[src/rtl/hawk_att_lkup_pkg.sv]
// Shared HACD types, constants and helpers used by the ATT lookup block.
package hacd_pkg;

  localparam int unsigned HACD_AXI4_ADDR_WIDTH = 40;
  localparam int unsigned HACD_AXI4_DATA_WIDTH = 512;

  localparam logic [HACD_AXI4_ADDR_WIDTH-1:0] HAWK_ATT_START = 40'h00_C000_0000;
  localparam logic [HACD_AXI4_ADDR_WIDTH-1:0] HPPA_BASE_ADDR = 40'h00_C040_0000;
  localparam int unsigned                      ATT_ENTRY_CNT  = 8;

  localparam logic [1:0] STS_INVALID = 2'b00;
  localparam logic [1:0] STS_UNCOMP  = 2'b01;
  localparam logic [1:0] STS_COMP    = 2'b10;
  localparam logic [1:0] STS_INCOMP  = 2'b11;

  // One 64-bit ATT entry; way occupies bits [ADDR_W-1:12].
  typedef struct packed {
    logic [1:0]                     sts;
    logic [13:0]                    rsvd_hi;
    logic [7:0]                     zpd_cnt;
    logic [HACD_AXI4_ADDR_WIDTH-13:0] way;
    logic [11:0]                    rsvd_lo;
  } AttEntry;

  typedef struct packed {
    logic                             lookup;
    logic                             zeroBlkWr;
    logic [HACD_AXI4_ADDR_WIDTH-13:0] hppa;
  } att_lkup_reqpkt_t;

  typedef struct packed {
    logic                            arvalid;
    logic [HACD_AXI4_ADDR_WIDTH-1:0] araddr;
    logic [7:0]                      arlen;
    logic                            rready;
  } axi_rd_reqpkt_t;

  typedef struct packed {
    logic arready;
  } axi_rd_rdypkt_t;

  typedef struct packed {
    logic                            rvalid;
    logic [HACD_AXI4_DATA_WIDTH-1:0] rdata;
    logic [1:0]                      rresp;
    logic                            rlast;
  } axi_rd_resppkt_t;

  typedef struct packed {
    logic [HACD_AXI4_ADDR_WIDTH-1:0] ppa;
    logic [1:0]                      sts;
    logic                            allow_access;
    logic                            zpd_update;
    logic [7:0]                      zpd_cnt;
  } trnsl_reqpkt_t;

  typedef enum logic [1:0] {
    ATT_IDLE,
    ATT_ADDR,
    ATT_DATA,
    ATT_RESP
  } att_lkup_state_e;

  // ATT lines are stored big-endian per 8-byte word; reverse bytes within each word.
  function automatic logic [HACD_AXI4_DATA_WIDTH-1:0] get_8byte_byteswap(
    input logic [HACD_AXI4_DATA_WIDTH-1:0] d
  );
    logic [HACD_AXI4_DATA_WIDTH-1:0] r;
    r = '0;
    for (int unsigned w = 0; w < HACD_AXI4_DATA_WIDTH / 64; w++) begin
      for (int unsigned b = 0; b < 8; b++) begin
        r[64*w + 8*b +: 8] = d[64*w + 8*(7-b) +: 8];
      end
    end
    return r;
  endfunction

endpackage

[src/rtl/hawk_att_lkup.sv]
// ATT lookup: maps a host page number to an ATT entry, fetches the 64-byte
// ATT line over AXI, and returns the translation with access/ZPD decisions.
module hawk_att_lkup
  import hacd_pkg::*;
#(
  parameter logic [HACD_AXI4_ADDR_WIDTH-1:0] ATT_BASE  = HAWK_ATT_START,
  parameter logic [HACD_AXI4_ADDR_WIDTH-1:0] HPPA_BASE = HPPA_BASE_ADDR,
  parameter int unsigned                     ENTRY_CNT = ATT_ENTRY_CNT
) (
  input  logic             clk_i,
  input  logic             rst_ni,
  input  att_lkup_reqpkt_t lkup_req_i,
  output logic             lkup_ready_o,
  output axi_rd_reqpkt_t   rd_req_o,
  input  axi_rd_rdypkt_t   rd_rdy_i,
  input  axi_rd_resppkt_t  rd_resp_i,
  output trnsl_reqpkt_t    trnsl_o,
  output logic             trnsl_valid_o,
  input  logic             trnsl_ready_i,
  output logic             lkup_err_o
);

  localparam int unsigned ADDR_W = HACD_AXI4_ADDR_WIDTH;
  localparam int unsigned DATA_W = HACD_AXI4_DATA_WIDTH;
  localparam int unsigned PN_W   = ADDR_W - 12;
  localparam logic [PN_W-1:0] BASE_PN = HPPA_BASE[ADDR_W-1:12];
  localparam logic [PN_W-1:0] CNT_PN  = PN_W'(ENTRY_CNT);

  att_lkup_state_e   state_q, state_d;
  logic [PN_W-1:0]   idx_d, idx_q;
  logic              oor_d, oor_q;
  logic              zblk_q;
  logic [DATA_W-1:0] line_q;
  logic [1:0]        rresp_q;
  logic              accept;
  logic              beat_last;
  logic [DATA_W-1:0] swapped;
  AttEntry           entry;
  logic              entry_unused;

  assign accept    = lkup_req_i.lookup && (state_q == ATT_IDLE);
  assign beat_last = (state_q == ATT_DATA) && rd_resp_i.rvalid && rd_resp_i.rlast;
  // A page below the base wraps to a huge index and is caught by the range check.
  assign idx_d     = lkup_req_i.hppa - BASE_PN;
  assign oor_d     = (idx_d >= CNT_PN);

  assign swapped      = get_8byte_byteswap(line_q);
  assign entry        = AttEntry'(swapped[{idx_q[2:0], 6'd0} +: 64]);
  assign entry_unused = ^{entry.rsvd_hi, entry.rsvd_lo};

  // State register.
  always_ff @(posedge clk_i or negedge rst_ni) begin
    if (!rst_ni) state_q <= ATT_IDLE;
    else         state_q <= state_d;
  end

  // Capture request on acceptance and the final read beat.
  always_ff @(posedge clk_i or negedge rst_ni) begin
    if (!rst_ni) begin
      idx_q   <= '0;
      oor_q   <= 1'b0;
      zblk_q  <= 1'b0;
      line_q  <= '0;
      rresp_q <= '0;
    end else begin
      if (accept) begin
        idx_q  <= idx_d;
        oor_q  <= oor_d;
        zblk_q <= lkup_req_i.zeroBlkWr;
      end
      if (beat_last) begin
        line_q  <= rd_resp_i.rdata;
        rresp_q <= rd_resp_i.rresp;
      end
    end
  end

  // Next state and AXI/handshake outputs.
  always_comb begin
    state_d      = state_q;
    lkup_ready_o = 1'b0;
    rd_req_o     = '0;
    unique case (state_q)
      ATT_IDLE: begin
        lkup_ready_o = 1'b1;
        if (lkup_req_i.lookup) state_d = oor_d ? ATT_RESP : ATT_ADDR;
      end
      ATT_ADDR: begin
        rd_req_o.arvalid = 1'b1;
        rd_req_o.araddr  = ATT_BASE + ADDR_W'({idx_q[PN_W-1:3], 6'd0});
        rd_req_o.arlen   = 8'd0;
        if (rd_rdy_i.arready) state_d = ATT_DATA;
      end
      ATT_DATA: begin
        rd_req_o.rready = 1'b1;
        if (beat_last) state_d = ATT_RESP;
      end
      ATT_RESP: begin
        if (trnsl_ready_i) state_d = ATT_IDLE;
      end
      default: state_d = ATT_IDLE;
    endcase
  end

  // Translation result, driven only while the response is presented.
  always_comb begin
    trnsl_o       = '0;
    trnsl_valid_o = 1'b0;
    lkup_err_o    = 1'b0;
    if (state_q == ATT_RESP) begin
      trnsl_valid_o = 1'b1;
      if (oor_q) begin
        lkup_err_o = 1'b1;
      end else begin
        lkup_err_o           = (rresp_q != 2'b00);
        trnsl_o.sts          = entry.sts;
        trnsl_o.ppa          = {entry.way, 12'h000};
        trnsl_o.allow_access = ((entry.sts == STS_UNCOMP) || (entry.sts == STS_INCOMP))
                               && (rresp_q == 2'b00);
        trnsl_o.zpd_update   = zblk_q;
        if (zblk_q) trnsl_o.zpd_cnt = (entry.zpd_cnt == 8'hFF) ? 8'hFF : entry.zpd_cnt + 8'd1;
        else        trnsl_o.zpd_cnt = entry.zpd_cnt;
      end
    end
  end

endmodule

[config.mk]
export PLATFORM = sky130hd
export DESIGN_NAME = hawk_att_lkup
export DESIGN_NICKNAME = d
export VERILOG_FILES = /design/src/rtl/hawk_att_lkup_pkg.sv /design/src/rtl/hawk_att_lkup.sv
export SDC_FILE = /design/constraint.sdc
export NUM_CORES = 1
export LEC_CHECK = 0
export BUFFER_PORTS_ARGS = -buffer_cell sky130_fd_sc_hd__buf_2
export CAP_MARGIN = 20
export CORE_AREA = 2 2 256 258
export CTS_CLUSTER_DIAMETER = 30
export DETAILED_ROUTE_END_ITERATION = 7
export DIE_AREA = 0 0 258 260
export SYNTH_ARGS = -nofsm -noshare
export SYNTH_HDL_FRONTEND = slang
export SYNTH_SLANG_ARGS = --single-unit
[constraint.sdc]
create_clock -name clk_i -period 3 [get_ports clk_i]
set_clock_uncertainty 0.05 [all_clocks]
set_input_delay 0.15 -clock clk_i [delete_from_list [all_inputs] [get_ports clk_i]]
set_output_delay 0.15 -clock clk_i [all_outputs]
set_load 0.01 [all_outputs]
==> flow_summary_export.csv <==
group,metric,value,unit
run_status,status,"finished with violations",
run_status,violations,"setup timing",
synth,yosys-top-cells-count,"dfrtp_1 (338), mux2_2 (324), mux4_2 (76), clkbuf_1 (53), nor2_1 (46)",
cells_and_area,fill_cells,5735,
die,die_x,258,um
routing,dr.pass1.iters,7,
worst_setup_path,start_kind,"register",
global_routing,grt-ovfl-total,0,
worst_setup_path,r2r_slack,0.79,ns
cells_and_area,drive_gt1_frac,0.517,
global_routing,gr-usage-met2,0.274,
die,fp.coreArea,64100,um2
placement,dp_cells,2374,
placement,place_area,19500,um2
cells_and_area,seq_area,8470,um2
die,num_rows,93,
cells_and_area,syn_to_final_growth,63.7,%
placement,io_buffer_count,413,
worst_setup_path,crit_type,"reg -> out",
placement,dp_hpwl,36800,um
worst_setup_path,rr_endpoint,"line_q[18]",
sta,setup_slack,-0.0286,ns
routing,wl,55600,um
clocking,cts_tree,"built",
synth,ys.warnings.count,0,
synth,ys_ff_latch,338,
synth,synthesis.area,16300,um2
synth,yosys.area.top_type_share,0.518,
worst_setup_path,critPathCapture,"trnsl_o[5]",
worst_setup_path,rr_startpoint,"state_q[0]",
cells_and_area,multi_input_area,7490,um2
run,drv_cap,0,
worst_setup_path,required,2.80,ns
synth,avgSynthCellArea,14.2,um2
worst_setup_path,crit_fanout,4,
power,finalPower,0.0280,W
worst_setup_path,worstPathCellList,"mux2_4 > a21boi_1 > mux4_2 > buf_6 > nand2_1 > a31oi_1 > a211oi_1 > buf_2",
die,die-area,67100,um2
synth,async_flop_share,1.00,
routing,drtIter0Drc,678,
sta,period_share,1.01,
synth,synth_area_leaders,"dfrtp_1 (52%), mux2_2 (22%), mux4_2 (10%)",
cells_and_area,final_util,0.417,
global_routing,grt.met3_usage,0.0519,
routing,drc_errors,0,
clocking,cts.root.buffer_cell,"clkbuf_16",
sta,setup_viol,3,
synth,ys_types,57,
die,die_y,260,um
worst_hold_path,min_path_type,"in -> async",
clocking,cts.sinks,338,
global_routing,grt.busiest_layer,"met2",
synth,synth-main-ff-cell,"dfrtp_1",
routing,post_drt_wl_per_cell,19.1,um
sta,drv_slew,0,
die,io_pins,655,
worst_setup_path,cpPeakStageDelay,0.53,ns
global_routing,grt_pass1_wl,85200,um
sta,fin_crit,3.03,ns
synth,yosysMostFrequentCell,"dfrtp_1",
global_routing,grt.met1_usage,0.200,
synth,yosysSeqAreaShare,0.518,
worst_setup_path,crit_path_end_kind,"output port",
clocking,h-tree-depth,3,
worst_setup_path,crit_path_start,"idx_q[2]",
cells_and_area,nets,2532,
clocking,numCtsBuffers,92,
routing,vias_per_cell,4.43,
sta,rsz0062_at_grt,"true",
routing,vias,12900,
global_routing,groute.usage.overall,0.164,
power,leakage,12.0,nW
power,cellPowerDensity,1050,nW/um2
worst_setup_path,worstPathArrival,2.83,ns
cells_and_area,design_area,26700,um2
clocking,cts_buffer_depth,3,
global_routing,antenna_found_initial,9,
synth,synth_edf_count,0,
global_routing,grt_pass1_vias,14700,
sta,tightest_slew,0.859,ns
placement,gp_congestion,0.833,
worst_setup_path,critPathSlowestCell,"mux4_2",
placement,dp_slack,0.299,ns
sta,relSlewSlack,0.427,
cells_and_area,stdcell_count,2913,
routing,ant_nets,0,
die,initial_utilization,0.255,
clocking,cts.reportedPaths.clkPinSlew,0.05,ns
global_routing,grt_max_degree,92,
synth,netlist_instances,1146,
sta,finalHoldViolCount,0,
worst_setup_path,reg2reg_depth,6,
clocking,clk_latency,0.61,ns
power,vdd_drop_max,0.000641,V
synth,yosysTopAreaCell,"dfrtp_1",
sta,clock.fmax,0.330,GHz
-- cells by family after synthesis --
family	after synthesis	share of synthesized area
and+or+nand+nor	165	0.0531
other	1	0.000230
DFF	338	0.518
muxes	434	0.350
buffers and inverters	120	0.0373
AOI/OAI and AO/OA	64	0.0272
xor gates and xnor gates	17	0.00912
adders and majority gates	7	0.00536
-- sequential cells by signal, indices dropped and copies added, names as in the netlist --
name     flops
oor_q        1
zblk_q       1
state_q      2
rresp_q      2
idx_q       28
line_q     304
-- layout by cell type (no fill, tap or decap), types with 8 or more instances in the layout --
master,netlist,final
buf_2,13,412
dlygate4sd3_1,0,348
dfrtp_1,338,335
mux2_2,324,322
clkbuf_16,0,92
mux4_2,76,76
nor2_1,46,45
nand2_1,38,35
conb_1,1,33
buf_4,36,33
mux2i_1,33,30
and2_1,26,26
clkbuf_8,0,23
bufinv_16,0,17
clkinv_2,0,16
o21ai_0,12,12
xnor2_1,12,12
buf_12,0,12
inv_1,11,11
a21oi_1,11,10
nor3_1,10,8
clkinvlp_4,0,8
-- per-stage QoR --
stage          setup TNS (ns)  hold WS [ns]
2_1_floorplan               0        -0.196
3_3_place_gp                0         0.172
3_5_place_dp                0         0.188
4_1_cts                -0.510        0.0278
5_1_grt                -0.854        0.0478
6_report              -0.0566        0.0306
-- report_power, final --
part / total (W) / leakage [nW] / internal (W) / switching, W
clock network: 0.0108 / 1.69 / 0.00765 / 0.00312
registers: 0.00824 / 4.03 / 0.00691 / 0.00133
logic: 0.00903 / 6.33 / 0.00528 / 0.00375
-- how the worst min path moves through the flow --
stage              startpoint     endpoint  slack [ns]
2_1_floorplan          rst_ni     idx_q[0]       -0.20
5_1_grt        rd_resp_i[515]   state_q[1]        0.05
4_1_cts        rd_resp_i[515]   state_q[1]        0.03
6_report               rst_ni  line_q[500]        0.03
3_5_place_dp           rst_ni  line_q[234]        0.19
3_3_place_gp           rst_ni  line_q[106]        0.17
-- final cells by class --
class / instances / area share
well taps: 855 / 0.0400
flip-flops and latches: 338 / 0.317
repair buffers: 812 / 0.231
clock inverters: 50 / 0.0308
clock buffers: 122 / 0.0990
diodes: 5 / 0.000468
inverters: 11 / 0.00154
multi-input cells: 720 / 0.280
-- metal layers --
metal  vias to the layer above  routed length [um]
met4                         8                1330
met2                       458               27100
li1                       5832                   -
met3                       104                3820
met1                      6510               23300
met5                         -                  54
-- what timing repair did --
item                                    4_1_cts  5_1_grt
setup buffers                                12        0
cloned                                        2        0
hold buffers                                348        0
hold endpoints to repair                    414        0
resized for setup                            23       11
pin swaps                                     5        2
endpoints found under the setup margin       20       11
-- critical path, delay by kind of cell, from the launching register on --
family                 cells  cell delay (ns)
DFF                        1             0.51
and+or+nand+nor            1             0.07
muxes                      2             0.87
buffers and inverters      2             0.34
AOI/OAI and AO/OA          3             0.43
(Power assumes the default switching activity.)
